**src/rtl/internal_ram_arbiter.sv**
```systemverilog
// Arbiter that shares one single-port internal RAM between the instruction-fetch port and the data port.
// The data port has priority, a starvation counter forces fetch grants, and the bootloader ROM region is write-protected.
module internal_ram_arbiter #(
  parameter int ADDR_WIDTH   = 12,
  parameter int DATA_WIDTH   = 32,
  parameter int ROM_WORDS    = 1024,
  parameter int STARVE_LIMIT = 4
) (
  input  logic                    clk,
  input  logic                    reset,
  input  logic                    i_req_valid,
  output logic                    i_req_ready,
  input  logic [ADDR_WIDTH-1:0]   i_req_addr,
  output logic                    i_rsp_valid,
  output logic [DATA_WIDTH-1:0]   i_rsp_data,
  input  logic                    d_req_valid,
  output logic                    d_req_ready,
  input  logic                    d_req_wr,
  input  logic [ADDR_WIDTH-1:0]   d_req_addr,
  input  logic [DATA_WIDTH/8-1:0] d_req_mask,
  input  logic [DATA_WIDTH-1:0]   d_req_wdata,
  output logic                    d_rsp_valid,
  output logic [DATA_WIDTH-1:0]   d_rsp_data,
  output logic                    d_rsp_err,
  output logic                    ram_en,
  output logic                    ram_wr,
  output logic [ADDR_WIDTH-1:0]   ram_addr,
  output logic [DATA_WIDTH/8-1:0] ram_mask,
  output logic [DATA_WIDTH-1:0]   ram_wdata,
  input  logic [DATA_WIDTH-1:0]   ram_rdata,
  output logic [7:0]              rom_violations
);

  localparam int MW = DATA_WIDTH / 8;
  localparam logic [3:0]          STARVE_LIM = 4'(STARVE_LIMIT);
  localparam logic [ADDR_WIDTH:0] ROM_LIM    = (ADDR_WIDTH + 1)'(ROM_WORDS);

  logic [3:0] i_wait_q, i_wait_d;
  logic [7:0] rom_viol_q, rom_viol_d;
  logic       pend_i_q, pend_d_q, pend_wr_q, pend_err_q;
  logic       grant_i, grant_d, rom_block;

  // Handshake: a request transfers in the cycle where valid && ready; ready is
  // the combinational grant, and the response appears exactly one cycle later
  // with no backpressure.
  always_comb begin
    grant_i = 1'b0;
    grant_d = 1'b0;
    if (!reset) begin
      if (d_req_valid && !(i_req_valid && (i_wait_q >= STARVE_LIM))) begin
        grant_d = 1'b1;
      end else if (i_req_valid) begin
        grant_i = 1'b1;
      end
    end
  end

  assign rom_block   = grant_d && d_req_wr && ({1'b0, d_req_addr} < ROM_LIM);
  assign i_req_ready = grant_i;
  assign d_req_ready = grant_d;

  // Blocked ROM writes are acknowledged but never reach the RAM.
  always_comb begin
    ram_en    = 1'b0;
    ram_wr    = 1'b0;
    ram_addr  = '0;
    ram_mask  = '0;
    ram_wdata = '0;
    if (grant_i) begin
      ram_en   = 1'b1;
      ram_addr = i_req_addr;
    end else if (grant_d && !rom_block) begin
      ram_en   = 1'b1;
      ram_addr = d_req_addr;
      if (d_req_wr) begin
        ram_wr    = 1'b1;
        ram_mask  = d_req_mask;
        ram_wdata = d_req_wdata;
      end
    end
  end

  always_comb begin
    i_wait_d = i_wait_q;
    if (!i_req_valid || grant_i) begin
      i_wait_d = 4'd0;
    end else if (i_wait_q < STARVE_LIM) begin
      i_wait_d = i_wait_q + 4'd1;
    end
  end

  always_comb begin
    rom_viol_d = rom_viol_q;
    if (rom_block && (rom_viol_q != 8'hFF)) begin
      rom_viol_d = rom_viol_q + 8'd1;
    end
  end

  always_ff @(posedge clk) begin
    if (reset) begin
      i_wait_q   <= 4'd0;
      rom_viol_q <= 8'd0;
      pend_i_q   <= 1'b0;
      pend_d_q   <= 1'b0;
      pend_wr_q  <= 1'b0;
      pend_err_q <= 1'b0;
    end else begin
      i_wait_q   <= i_wait_d;
      rom_viol_q <= rom_viol_d;
      pend_i_q   <= grant_i;
      pend_d_q   <= grant_d;
      pend_wr_q  <= grant_d && d_req_wr;
      pend_err_q <= rom_block;
    end
  end

  // A reset in the response cycle suppresses the response and zeroes every output.
  assign i_rsp_valid    = pend_i_q && !reset;
  assign i_rsp_data     = i_rsp_valid ? ram_rdata : '0;
  assign d_rsp_valid    = pend_d_q && !reset;
  assign d_rsp_data     = (d_rsp_valid && !pend_wr_q) ? ram_rdata : '0;
  assign d_rsp_err      = d_rsp_valid && pend_err_q;
  assign rom_violations = reset ? 8'd0 : rom_viol_q;

  logic unused_mw;
  assign unused_mw = (MW == 0);

endmodule

```
**config.mk**
```make
export PLATFORM = sky130hd
export DESIGN_NAME = internal_ram_arbiter
export DESIGN_NICKNAME = d
export VERILOG_FILES = /design/src/rtl/internal_ram_arbiter.sv
export SDC_FILE = /design/constraint.sdc
export NUM_CORES = 1
export LEC_CHECK = 0
export BUFFER_PORTS_ARGS = -buffer_cell sky130_fd_sc_hd__buf_2
export CAP_MARGIN = 20
export CELL_PAD_IN_SITES_DETAIL_PLACEMENT = 2
export CELL_PAD_IN_SITES_GLOBAL_PLACEMENT = 2
export CORE_UTILIZATION = 14
export DETAILED_ROUTE_END_ITERATION = 7
export PLACE_DENSITY = 0.88
export SLEW_MARGIN = 20
export SYNTH_ARGS = -nofsm -noshare
export SYNTH_HDL_FRONTEND = slang
export SYNTH_SLANG_ARGS = --single-unit
```
**constraint.sdc**
```tcl
create_clock -name clk -period 4.6 [get_ports clk]
set_input_delay 0.92 -clock clk [delete_from_list [all_inputs] [get_ports clk]]
set_output_delay 0.92 -clock clk [all_outputs]
set_load 0.05 [all_outputs]
```
==> impl_metrics.ini <==
[sta]
final.setup_skew_ns = 0.002666
fin_crit_ns = 3.618
setup_viol = 0
tightest_slew_ns = 0.9548
finalHoldViolCount = 0
hold-worst-slack_ns = 0.4435
rsz0062_at_grt = no
timing.final.crit_share_pct = 78.64
maxSlewHeadroom_pct = 36.06
clock.fmax_mhz = 276.4
setup-tns-final_ns = 0
slew_viol_final = 0

[clock_network]
cts_hold_buf = 0
cts_buffer_depth = 2
worstSkewPairLatency_ns = 0.25
path_clk_slew_ns = 0.06
cts.sinks = 16
cts_tree = built
root_buffer = clkbuf_8
ctsHtreeMaxLevel = 1
postCtsSetupBuffers = 0
cts_resized = 0
cts_made_buffers = 3

[worst_hold_path]
whs_endpoint = i_wait_q[0]$_SDFFE_PP0N_
worstHoldStart = i_wait_q[0]$_SDFFE_PP0N_
holdCritPathClass = flop to flop
min_path_cells = 1

[final_layout]
final_common_cell = buf_2
drive_gt1_share_pct = 56.44
multiInputGateArea_sq_um = 1172
num_antenna_cells = 0
regArea_sq_um = 320.3
area_growth_pct = 82.70
final_area_sq_um = 2867
mostFrequentLayoutCells = 223 x buf_2, 105 x and2_1, 16 x dfxtp_1, 12 x a22o_1, 11 x nor2b_1
layout.nets = 528
n_fill_cell = 1364

[routing]
drc = 0
wl_per_cell_um = 13.96
firstDrtPassIters = 4
routed_via_density = 3.996
drt_wl_total_um = 7917
vias = 2266
ant_nets = 0
drt_iter0_markers = 67

[floorplan]
die_area_sq_um = 11630
core_area_sq_um = 10890
io_pins = 224
rows = 38
die_height_um = 107.9
die_w_um = 107.9
start_util_pct = 14.41

[logic_synthesis]
yosys_warnings = 0
synthDistinctLibCells = 32
syn-cell-area_sq_um = 1569
avgSynthCellArea_sq_um = 7.436
yosysSeqAreaShare_pct = 20.41
ys_ff_latch = 16
synthesis.nets = 310
synthCells = 211

[critical_path]
critPathKind = input port to output port
max_stage_delay_ns = 0.73
reg2reg_depth = 5
startpoint_type = input port
path_delay_family = compound AO/OA/AOI/OAI gates
required_ns = 3.68
reg2reg_slack_ns = 3.00
cp_common_cell = buf_2
worstPathArrival_ns = 2.70
critPathSlowestCell = a21boi_1
path_max_fanout = 11
r2r-end = rom_viol_q[5]$_SDFFE_PP0P_
crit_buf_inv = 2
rr_startpoint = rom_viol_q[0]$_SDFFE_PP0P_
worstPathCellList = buf_2 -> nor2b_4 -> and2_1 -> a21boi_1 -> a22o_1 -> buf_2
critical_path.endpoint_type = output port

[grt]
grt_max_degree = 38
grt_pass1_wl_um = 11360
track_usage_pct = 12.19
antenna_found_initial = 0
grt_pass1_vias = 2202
overflow = 0

[placement]
hpwl_um = 6788
port_buffers = 223
placed_area_sq_um = 2825
gp_congestion = 0.7187

[power_and_ir_drop]
leakage_uw = 0.001751
p_per_area_nw_per_um2 = 164.2
peakVddDrop_mv = 0.2018
power_uw = 470.8

[flow_run]
drv_cap = 0

[outcome]
status = complete, no violations
==> logic make-up after synthesis <==
family / count (synthesis) / share of synthesized area [%]
adder cells (fa/ha/maj): 2 / 1.595
AO/OA/AOI/OAI: 24 / 11.72
other: 1 / 0.2390
buffers and inverters: 17 / 5.024
flip-flops: 16 / 20.41
multiplexers: 5 / 3.588
AND/OR/NAND/NOR: 146 / 57.42
==> worst max-delay path by stage <==
stage | startpoint | slack [ns] | depth (start not counted) | end
3_5_place_dp | d_req_valid | 0.97 | 6 | ram_addr[4]
6_report | d_req_valid | 0.98 | 6 | ram_addr[4]
5_1_grt | d_req_valid | 0.84 | 6 | ram_addr[2]
2_1_floorplan | reset | 0.92 | 5 | d_rsp_data[10]
4_1_cts | d_req_valid | 0.97 | 6 | ram_addr[4]
3_3_place_gp | reset | 1.10 | 6 | ram_addr[7]
==> final cells by class <==
class                   instances  share of cell area (%)
inverters                       3                  0.3928
repair buffers                227                   39.98
well taps                     140                   6.111
clock buffers                   3                   1.440
multi-input cells             178                   40.90
flip-flops and latches         16                   11.17
==> registers in the layout, summed over array words and instances, names as in the netlist <==
signal	count
i_wait_q	4
pend_wr_q	1
pend_i_q	1
rom_viol_q	8
pend_err_q	1
pend_d_q	1
==> per-layer routing <==
layer / share of wire [%] / track usage (%) / vias to the layer above
li1: - / - / 1118
met1: 37 / 13.60 / 1052
met2: 55 / 24.31 / 96
met3: 7.8 / 2.542 / 0
met4: 0 / 0.5871 / 0
met5: 0 / 0 / -
==> power breakdown <==
part / total [uW] / internal [uW] / switching [uW]
Clock: 106 / 58.0 / 47.9
Sequential: 142 / 141 / 1.01
Combinational: 223 / 68.7 / 154
==> cells in the mapped netlist <==
library cell,number,area share [%]
o21ai_0,1,0.32
ha_1,2,1.6
nand4_4,1,1.4
nor2_2,1,0.40
a22o_1,12,6.7
clkbuf_1,7,1.7
mux2_2,5,3.6
nor2_1,9,2.2
nor3_1,3,0.96
or2_2,1,0.40
a21oi_1,5,1.6
buf_6,1,0.72
o41ai_1,1,0.56
or4_1,1,0.48
nor4_1,1,0.40
inv_1,3,0.72
nand4_1,1,0.40
nand2b_1,1,0.40
nor2b_1,12,4.8
a311oi_1,1,0.56
o21ai_2,1,0.56
and3_1,2,0.80
o31ai_1,2,0.96
nor2b_4,1,0.88
and2_1,105,42
dfxtp_1,16,20
nor3b_1,1,0.48
nand2_1,3,0.72
a21boi_1,1,0.48
buf_2,6,1.9
conb_1,1,0.24
nand3_1,3,0.96
==> stage by stage <==
step / setup WS, ns / util, % / cells
after floorplan: 0.9173 / - / 211
after global placement: 1.100 / 25.95 / 564
after detailed placement: 0.9725 / 25.95 / 564
after CTS: 0.9667 / 26.33 / 567
after global routing: 0.8359 / 26.33 / 567
final: 0.9823 / 26.33 / 567
Note: power is estimated with default switching activity, not from simulation.
